<file path="src/rtl/led_pattern_gen.sv">
// Purpose : LED pattern generator (binary count, bounce, Gray count, breathe) behind a 2^SLOW prescaler.
// Latency : LEDS is registered; a step taken on the TICK edge is visible the following cycle.
// Backpres: none; PAUSE freezes pattern advance while the prescaler keeps running.
//
// Ports : CLK, RESET (sync, active-high), MODE[1:0] (0 count, 1 bounce, 2 Gray, 3 breathe),
//         PAUSE, TICK (prescaler wrap pulse), LEDS[NLEDS-1:0].
// Config: define LED_PATTERN_PWM_EN to build the PWM breathe mode; without it MODE 3 is a down-counter.
module led_pattern_gen #(
  parameter int NLEDS    = 5,
  parameter int SLOW     = 21,
  parameter int PWM_BITS = 4
) (
  input  logic             CLK,
  input  logic             RESET,
  input  logic [1:0]       MODE,
  input  logic             PAUSE,
  output logic             TICK,
  output logic [NLEDS-1:0] LEDS
);

  localparam int POS_W = (NLEDS > 1) ? $clog2(NLEDS) : 1;

  localparam logic [1:0] M_COUNT   = 2'd0;
  localparam logic [1:0] M_BOUNCE  = 2'd1;
  localparam logic [1:0] M_GRAY    = 2'd2;
  localparam logic [1:0] M_BREATHE = 2'd3;

  // Elaboration-time parameter range checks.
  generate
    if (NLEDS < 1 || NLEDS > 16)       begin : g_bad_nleds $error("NLEDS out of range"); end
    if (SLOW < 1 || SLOW > 26)         begin : g_bad_slow  $error("SLOW out of range"); end
    if (PWM_BITS < 2 || PWM_BITS > 8)  begin : g_bad_pwm   $error("PWM_BITS out of range"); end
  endgenerate

  logic [SLOW-1:0]  presc_q, presc_d;
  logic [1:0]       cur_mode_q, cur_mode_d;
  logic [NLEDS-1:0] cnt_q, cnt_d;
  logic [POS_W-1:0] pos_q, pos_d;
  logic             dir_down_q, dir_down_d;
  logic [NLEDS-1:0] leds_q, leds_d;
`ifdef LED_PATTERN_PWM_EN
  logic [PWM_BITS-1:0] duty_q, duty_d;
  logic                duty_fall_q, duty_fall_d;
  logic [PWM_BITS-1:0] pwm_q, pwm_d;
`endif

  logic step;
  logic mode_chg;
  logic advance;

  assign TICK     = (presc_q == {SLOW{1'b1}});
  assign step     = TICK & ~PAUSE;
  // A differing MODE sample only reinitialises the new mode; no step is taken on that edge.
  assign mode_chg = step & (MODE != cur_mode_q);
  assign advance  = step & (MODE == cur_mode_q);
  assign LEDS     = leds_q;

  always_comb begin
    presc_d    = presc_q + SLOW'(1);
    cur_mode_d = cur_mode_q;
    cnt_d      = cnt_q;
    pos_d      = pos_q;
    dir_down_d = dir_down_q;
    leds_d     = leds_q;
`ifdef LED_PATTERN_PWM_EN
    duty_d      = duty_q;
    duty_fall_d = duty_fall_q;
    pwm_d       = pwm_q + PWM_BITS'(1);
`endif

    if (mode_chg) begin
      cur_mode_d = MODE;
      case (MODE)
        M_BOUNCE: begin
          pos_d      = '0;
          dir_down_d = 1'b0;
          leds_d     = NLEDS'(1);
        end
        M_BREATHE: begin
`ifdef LED_PATTERN_PWM_EN
          duty_d      = '0;
          duty_fall_d = 1'b0;
`else
          cnt_d       = '0;
`endif
          leds_d = '0;
        end
        default: begin
          cnt_d  = '0;
          leds_d = '0;
        end
      endcase
    end else if (advance) begin
      case (cur_mode_q)
        M_COUNT: begin
          cnt_d  = cnt_q + NLEDS'(1);
          leds_d = cnt_d;
        end
        M_BOUNCE: begin
          // End positions turn around immediately so they are shown only once.
          if (NLEDS > 1) begin
            if (!dir_down_q) begin
              if (pos_q == POS_W'(NLEDS - 1)) begin
                dir_down_d = 1'b1;
                pos_d      = pos_q - POS_W'(1);
              end else begin
                pos_d = pos_q + POS_W'(1);
              end
            end else begin
              if (pos_q == '0) begin
                dir_down_d = 1'b0;
                pos_d      = POS_W'(1);
              end else begin
                pos_d = pos_q - POS_W'(1);
              end
            end
          end
          leds_d = NLEDS'(1) << pos_d;
        end
        M_GRAY: begin
          cnt_d  = cnt_q + NLEDS'(1);
          leds_d = cnt_d ^ (cnt_d >> 1);
        end
        default: begin
`ifdef LED_PATTERN_PWM_EN
          // Triangle ramp; endpoints reverse direction without repeating.
          if (!duty_fall_q) begin
            if (duty_q == {PWM_BITS{1'b1}}) begin
              duty_fall_d = 1'b1;
              duty_d      = duty_q - PWM_BITS'(1);
            end else begin
              duty_d = duty_q + PWM_BITS'(1);
            end
          end else begin
            if (duty_q == '0) begin
              duty_fall_d = 1'b0;
              duty_d      = duty_q + PWM_BITS'(1);
            end else begin
              duty_d = duty_q - PWM_BITS'(1);
            end
          end
`else
          cnt_d  = cnt_q - NLEDS'(1);
          leds_d = cnt_d;
`endif
        end
      endcase
    end

`ifdef LED_PATTERN_PWM_EN
    // In breathe mode the LEDs follow the previous cycle's pwm/duty compare every clock.
    if (!mode_chg && cur_mode_q == M_BREATHE) begin
      leds_d = {NLEDS{pwm_q < duty_q}};
    end
`endif
  end

  always_ff @(posedge CLK) begin
    if (RESET) begin
      presc_q    <= '0;
      cur_mode_q <= M_COUNT;
      cnt_q      <= '0;
      pos_q      <= '0;
      dir_down_q <= 1'b0;
      leds_q     <= '0;
`ifdef LED_PATTERN_PWM_EN
      duty_q      <= '0;
      duty_fall_q <= 1'b0;
      pwm_q       <= '0;
`endif
    end else begin
      presc_q    <= presc_d;
      cur_mode_q <= cur_mode_d;
      cnt_q      <= cnt_d;
      pos_q      <= pos_d;
      dir_down_q <= dir_down_d;
      leds_q     <= leds_d;
`ifdef LED_PATTERN_PWM_EN
      duty_q      <= duty_d;
      duty_fall_q <= duty_fall_d;
      pwm_q       <= pwm_d;
`endif
    end
  end

endmodule

</file>
<file path="config.mk">
export PLATFORM = sky130hd
export DESIGN_NAME = led_pattern_gen
export DESIGN_NICKNAME = d
export VERILOG_FILES = /design/src/rtl/led_pattern_gen.sv
export SDC_FILE = /design/constraint.sdc
export NUM_CORES = 1
export LEC_CHECK = 0
export ABC_AREA = 1
export CORE_UTILIZATION = 60
export CTS_CLUSTER_SIZE = 40
export DETAILED_ROUTE_END_ITERATION = 8
export GPL_TIMING_DRIVEN = 0
export HOLD_SLACK_MARGIN = 0.1
export PLACE_DENSITY = 0.79
export SYNTH_ARGS = -nofsm -noshare
export SYNTH_HDL_FRONTEND = slang
export SYNTH_SLANG_ARGS = --single-unit
</file>
<file path="constraint.sdc">
create_clock -name CLK -period 2.26 [get_ports CLK]
set_clock_uncertainty 0.15 [all_clocks]
set_input_delay 0.452 -clock CLK [delete_from_list [all_inputs] [get_ports CLK]]
set_output_delay 0.452 -clock CLK [all_outputs]
set_load 0.005 [all_outputs]
</file>
After elaboration in Yosys (flattened, before gate mapping)
Index checks and enable logic that the tools add are counted.

word-level totals
  bits in registers = 37
  latch bits = 0
  bits in writable memories = 0
  bits in read-only memories = 0
  input port bits = 5
  output and inout bits = 6
  logic and storage cells = 59
  memories = 0

cells by class
  add/sub/neg operators = 5
  multiply operators = 0
  divide/modulo/power cells = 0
  order comparisons = 0
  equal/unequal tests = 10
  shifts and indexed selects = 1
  mux-type cells = 25
  bitwise operators = 5
  reductions and logical operators = 7

operators by type and width
  kind                     number
  $mux W3                  10
  $mux W5                  5
  $add A21 B1 Y21 const B  1
  $eq A21 B21 Y1 const B   1
  $pmux W5 S3              1
  $pmux W5 S2              1
  $mux W1                  8
  $reduce_and A3 Y1        2
  $add A5 B1 Y5 const B    1
  $shl A1 B3 Y5 const A    1
  $sub A5 B1 Y5 const B    1
  $xor A5 B4 Y5            1
  $eq A2 B1 Y1 const B     2
  $ne A2 B2 Y1 const B     2
  $reduce_bool A2 Y1       2
  $add A3 B1 Y3 const B    1
  $and A1 B1 Y1            3
  $eq A3 B3 Y1 const B     1
  $logic_not A3 Y1         1
  $sub A3 B1 Y3 const B    1
  $eq A2 B2 Y1             1
  $eq A2 B2 Y1 const B     1
  $logic_not A2 Y1         1
  $ne A2 B1 Y1 const B     1
  3 further kinds          3

Logic depth before layout (Yosys ltp)
  depth in word-level cells = 10
  gate-level depth with buffers = 13
  gate-level depth less buffers = 13

Worst setup path before layout
OpenSTA, ideal clock, no wires.

  path kind = flip-flop to flip-flop
  from = register presc_q[0]
  to = register cnt_q[4]
  library setup time = 0.110 ns
  arrival = 1.541 ns
  data required time = 2.000 ns
  path slack = 0.459 ns
  stages on the path, launching flop included = 12
  path buffers = 1
  clock period less this slack = 1.801 ns
  cell sequence = dfxtp_1 ha_1 nand2_1 nor2_2 nand2_4 nor2_4 nand4_4 nor2_4 buf_6 nand4_1 nand2_1 nor2_1

between the ends
  word-level cells in the longest chain between the ends = 5
  elaborated cells between the ends (all ways) = 9
  those cells by class = 3 x eq/ne; 1 x mux; 3 x bitwise; 2 x reduce/logical

RTL lines
  element                                                              RTL line  text
  start, declared                                                      35        logic [SLOW-1:0] presc_q, presc_d;
  start signal, assigned                                               172       presc_q <= presc_d;
  $eq A21 B21 Y1 (*)                                                   51        assign TICK = (presc_q == {SLOW{1'b1}});
  $and A1 B1 Y1 (*)                                                    52        assign step = TICK & ~PAUSE;
  $and A1 B1 Y1 (on tied branches)                                     54, 55
  $ne A2 B2 Y1 (no line) / $reduce_bool A2 Y1 (equally long branches)  -
  $reduce_and A3 Y1 (no line)                                          -
  end signal, assigned                                                 174       cnt_q <= cnt_d;
  end, declared                                                        37        logic [NLEDS-1:0] cnt_q, cnt_d;

Mark *: on every way between the ends. The rest lies on a longest branch, timed or not.
A chain may end at the register's enable or synchronous reset.

Worst setup path after layout
  from = register presc_q[0]
  to = output port TICK

between the ends
  word-level cells in the longest chain between the ends = 1

RTL lines
  element         RTL line  text
  $eq A21 B21 Y1  51
  end, declared   17        output logic TICK,

Every way passes these cells.

==> reports/qor.yml <==
status: "complete, no violations"
dr.pass1.iters: 4
cts-hold-fix-buffers: 0
fin_crit_sh_pct: 96.7
h-tree-depth: 2
grt_pass1_vias: 1980
viasPerCell: 5.29
antenna_found_initial: 0
port_buffers: 10
ir_drop_mv: 0.397
endpoint_kind: "output port"
cts.path.max_buffers: 2
cts_root_buf: "clkbuf_8"
die_area_sq_um: 4080
nets: 375
syn_to_final_growth_pct: 14.9
wirelength_microns: 4990
dpl_worst_slack_ps: -115
path_buf_inv: 2
worstMarginPinSlew_ps: 524
min_from: "presc_q[18]"
vias: 2184
gp_congestion: 0.838
period_minus_slack_ps: 2180
num-fill-cells: 318
grt-ovfl-total: 0
p_leak_nw: 1.09
grt_first_pass_wirelength_microns: 8570
synth_nets: 351
synth_area_per_cell_sq_um: 6.75
clock_sinks: 37
die_y_microns: 63.8
p_per_area_nw_per_um2: 503
core_area_sq_um: 3660
arrival_ps: 1580
cp-start-kind: "register"
placed_cell_area_sq_um: 2450
critical_path_class: "reg -> out"
yosys_register_bits: 37
synth_cell_types: 35
regArea_sq_um: 743
critical_path.reg2reg.startpoint: "presc_q[0]"
drt_iter0_drc: 133
cp_slowest_stage_delay_ps: 330
route.detailed.drc: 0
maxSlewViolCount: 0
critPathSlowestCell: "dfxtp_2"
setup_viol: 0
diodes: 0
hold_viol: 0
multiInputGateArea_sq_um: 1350
yosys_warnings: 0
start_util_pct: 62.7
hold_path_class: "reg -> reg"
synth_cells: 340
cpLargestDelayFamily: "simple AND/OR/NAND/NOR gates"
die_w_microns: 63.8
cp-startpoint: "presc_q[0]"
final_area_sq_um: 2640
clk_pin_slew_worst_paths_ps: 80
fmax_mhz: 458
max_cap_violations: 0
crit_chain: "ha_2, nand2_1, nor2_4, nand2_4, nor2_4, nand4_4, inv_1, dlygate4sd2_1"
ant_nets: 0
hpwl_microns: 3530
finalWorstSetupSlack_ps: 75.6
ys_seq_area_share_pct: 32.3
cp.required_ps: 1660
drive_gt1_share_pct: 12.1
cts_tree: "yes"
crit_top_cell: "nor2_4"
grt_max_degree: 13
worstSkewPairLatency_ps: 300
maxSlewHeadroom_pct: 65.0
numCtsBuffers: 5
power.total_mw: 1.33
critPathMaxFanout: 2
num_rows: 22
avgRoutedWirePerCell_microns: 12.1
ios: 11
synthesis.area_sq_um: 2290
grt.total_usage_pct: 26.9
[routing by layer]
metal	up-vias	track usage (%)	part of all wire [%]
li1	1152	-	-
met5	-	0	0
met3	8	5.54	4.8
met1	977	35.6	50
met4	0	11.4	1.5
met2	47	42.0	44
[power breakdown]
part           total, mW  switching (mW)  leakage (nW)  internal (mW)
Combinational     0.0594          0.0360         0.729         0.0234
Clock              0.609           0.250        0.0574          0.359
Sequential         0.659         0.00279         0.299          0.656
[logic make-up after synthesis]
group	synth area share [%]
buf+inv	9.32
fa+ha+maj	3.27
simple gates	39.8
flops	32.3
compound gates	12.3
xor+xnor	3.05
[worst min-delay path, delay by kind of cell (launching register included)]
family,cells,cell delay (ps)
buffers and inverters,1,60
flip-flops,1,320
AO/OA/AOI/OAI,1,50
[cell type report]
cell class	instances	share of cell area [%]
multi-input combinational	253	51.1
sequential	37	28.2
inverter	43	6.12
timing repair buffer	17	5.74
clock buffer	6	3.13
tap	48	2.28
buffer	7	1.99
clock inverter	2	1.42
[metrics by stage]
stage,std cells,hold slack [ps],setup TNS [ps],utilization [%]
4_1_cts,412,323,0,71.7
2_1_floorplan,340,280,0,-
3_3_place_gp,398,306,-157,67.1
5_1_grt,413,348,-4.60,72.0
3_5_place_dp,398,309,-407,67.1
6_report,413,321,0,72.0
[Yosys cell counts (all sizes together)]
cell | number | area [sq um]
nor2b | 1 | 6.26
dfxtp | 37 | 741
and3 | 1 | 6.26
or2 | 2 | 12.5
nor3b | 1 | 7.51
xor2 | 2 | 17.5
clkbuf | 3 | 21.3
o21bai | 1 | 7.51
clkinv | 1 | 3.75
a2bb2oi | 1 | 8.76
nand3b | 2 | 15.0
a21oi | 31 | 155
buf | 4 | 31.3
xnor2 | 6 | 52.6
nand2 | 87 | 359
nand4 | 9 | 71.3
inv | 42 | 158
nor4 | 1 | 6.26
nor3 | 11 | 55.1
ha | 6 | 75.1
o21ai | 16 | 80.1
o21a | 3 | 22.5
o211ai | 1 | 7.51
nor2 | 45 | 219
nand3 | 26 | 155
[registers in the layout, summed over array words and instances (netlist names)]
| register | count |
|---|---|
| presc_q | 21 |
| cur_mode_q | 2 |
| cnt_q | 5 |
| LEDS | 5 |
| dir_down_q | 1 |
| pos_q | 3 |
[final timing paths]
kind	slack, ps	endpoint	depth (start not counted)
hold reg to reg	320	presc_q[18]	2
setup reg to reg	170	cnt_q[3]	11
hold / removal	320	presc_q[18]	2
setup / recovery	80	TICK	8
[timing repair]
action                                  4_1_cts  5_1_grt
setup buffers                                 6        1
gates resized for setup                       4        1
pin swaps                                     3        2
endpoints found under the setup margin        1        1
[cell usage in the layout, fill, tap and decap left out, types with 3 or more instances in the layout]
master / count
nand2_2: 7
nand3_1: 24
nand4_1: 8
dfxtp_1: 35
inv_1: 42
clkdlybuf4s50_1: 9
buf_4: 7
o21a_1: 3
nand2_1: 78
nor3_1: 11
a21oi_1: 31
xnor2_1: 6
ha_1: 5
clkbuf_8: 7
nor2_4: 7
o21ai_0: 15
nor2_1: 37
Power figures use the tool's default switching activity.
==> variant (same settings) <==
Remove the case item `M_GRAY` of the case on `cur_mode_q`.
--- a/src/rtl/led_pattern_gen.sv
+++ b/src/rtl/led_pattern_gen.sv
@@ -117,10 +117,6 @@
           end
           leds_d = NLEDS'(1) << pos_d;
         end
-        M_GRAY: begin
-          cnt_d  = cnt_q + NLEDS'(1);
-          leds_d = cnt_d ^ (cnt_d >> 1);
-        end
         default: begin
 `ifdef LED_PATTERN_PWM_EN
           // Triangle ramp; endpoints reverse direction without repeating.
Function: same outputs for any inputs over 10 cycles, from zero or initial values and one cycle with RESET high; that may be too few to reach the edited logic, so the function may still have changed.
==> variant against the unedited design <==
  * Area after synthesis fell by 4.9%
  * Sequential cell count stayed put
  * Wire length is 7.7% lower
  * Worst hold slack got worse by 0.012 ns
  * Final area shrank 5.5%
  * Total power down 16%
  * Via count is 6.5% lower
  * Setup slack better by 0.053 ns
  * Sequential share of layout area up 1.7 points
  * Largest power group unchanged
==> variant: results (changes against the unedited design) <==
[status]
status = completed

[yosys]
ys.flop_type = dfxtp_1
syn_nets = 337  ; -4.0%
ys_top_cells_by_area = dfxtp_1, nand2_1, inv_1
synth_common_cells = nand2_1, inv_1, nor2_1
ys_seq_area_share_pct = 33.94  ; +1.7 points
synthAdderAreaFrac_pct = 3.440  ; +0.17 points
async_flop_share_pct = 0  ; unchanged
yosys.area_share.xor_xnor_pct = 2.810  ; -0.24 points
ys_types = 34  ; -2.9%
ys.warnings.count = 0  ; unchanged
synth_mux_area_share_pct = 0  ; unchanged
synth_compound_area_share_pct = 13.13  ; +0.86 points

[global_route]
grt_max_degree = 12  ; -1
grt_pass1_wl_um = 7928  ; -7.5%
grt_pass1_vias = 1849  ; -6.6%
antenna_found_initial = 0  ; unchanged
grt_util_all_layers_pct = 26.02  ; -0.84 points

[worst_setup_path]
crit_path_top_delay_cell = dfxtp_2
r2r_start = presc_q[0]$_SDFF_PP0_
critPathMaxStageDelay_ns = 0.37  ; +0.04 ns
startpoint = presc_q[1]$_SDFF_PP0_
cp.arrival_ns = 1.53  ; -0.05 ns
critical_path.max_fanout = 4  ; +2
path_delay_family = simple AND/OR/NAND/NOR gates

[pwr]
leakage_nw = 1.120  ; +3.2%
ir_drop_mv = 0.3096  ; -22%

[layout]
drive_gt1_share_pct = 12.86  ; +0.80 points
max_flop_register = presc_q
final_net_count = 360  ; -4.0%
diodes = 0  ; unchanged
largest_reg_flops = 21  ; unchanged

[routing]
totalWireLength_um = 4606  ; -7.7%
vias_per_cell = 5.157  ; -2.5%
drt_pass1_iterations = 4  ; unchanged
drtIter0Drc = 141  ; +6.0%

[clock_network]
htree_levels = 2  ; unchanged
cts_buffer_depth = 2  ; unchanged
clock_latency_ns = 0.35  ; +0.05 ns
cts-root-buf = clkbuf_4
path_clk_slew_ns = 0.11  ; +0.03 ns
cts_made_buffers = 5  ; unchanged

[placed_design]
port_buffers = 9  ; -1
place_congestion = 0.8179  ; -2.4%
postPlaceCellArea_um2 = 2330  ; -5.1%
hpwl_um = 3294  ; -6.8%

[timing]
setup_viol = 0  ; unchanged
slew_headroom_pct = 60.77  ; -4.3 points

[hold_path]
hp-class = reg -> reg
hold_start = presc_q[19]$_SDFF_PP0_

[variant: changes by cell type in the layout (fill, tap and decap cells not counted), moves of 3 or more]
cell	change
nor3_1	-4
nor2_1	+5
inv_1	+7
nand3_1	-3
clkbuf_4	+5
clkbuf_8	-5
nor2_4	-4
nand2_1	-11
[variant: final cells by class]
type | count | area (µm²)
Fill cell | 294 | 924.6
Buffer | 6 | 31.28
Tap cell | 46 | 57.56
Clock buffer | 7 | 65.06
Sequential cell | 37 | 745.7
Inverter | 50 | 190.2
Clock inverter | 1 | 5.005
Multi-Input combinational cell | 233 | 1259
Timing Repair Buffer | 16 | 137.6
[variant: worst paths after layout]
check	depth (start not counted)	to	slack, ns
max	8	TICK	0.13
min	2	presc_q[19]$_SDFF_PP0_	0.31
max reg2reg	10	presc_q[19]$_SDFF_PP0_	0.25
min reg2reg	2	presc_q[19]$_SDFF_PP0_	0.31
[variant: stage by stage]
step                std cells  utilization [%]  setup slack [ns]  hold slack [ns]
finish                    396            72.93            0.1285           0.3081
global route              396            72.93         -0.007773           0.3377
CTS                       394            72.12           0.02151           0.3101
detailed placement        381            68.21          -0.08761           0.2902
global placement          381            68.21          -0.08476           0.2812
floorplan                 326                -            0.4450           0.2675
[variant: what timing repair did]
item                       4_1_cts  5_1_grt
gates resized for setup          9        6
buffers inserted                 5        2
pin swaps                        2        1
setup endpoints to repair        1        2
[variant: cells by family (layout without fill, tap and decap cells)]
family / count (synthesis) / in the layout
adders and majority gates: 6 / 6
and+or+nand+nor: 166 / 166
xor gates and xnor gates: 7 / 7
DFF: 37 / 37
buffers and inverters: 56 / 80
AOI/OAI and AO/OA: 54 / 54
[variant: worst register-to-register path, delay by kind of cell (launching register included)]
kind	cells	cell delay (ns)
buf+inv	1	0.12
simple gates	8	1.23
flops	1	0.37
compound gates	1	0.04
[variant: report_power, final]
part / switching (mW) / internal [mW] / leakage (nW)
logic: 0.0332 / 0.0204 / 0.778
clock network: 0.224 / 0.180 / 0.0413
registers: 0.00526 / 0.657 / 0.300
total: 0.262 / 0.858 / 1.12
[variant: routing by layer]
metal,global-route usage [%],share of wire (%),vias to the layer above
met1,35.09,51,905
met4,10.76,1.7,0
li1,-,-,1099
met5,0,0,-
met3,5.699,4.3,7
met2,40.11,43,31
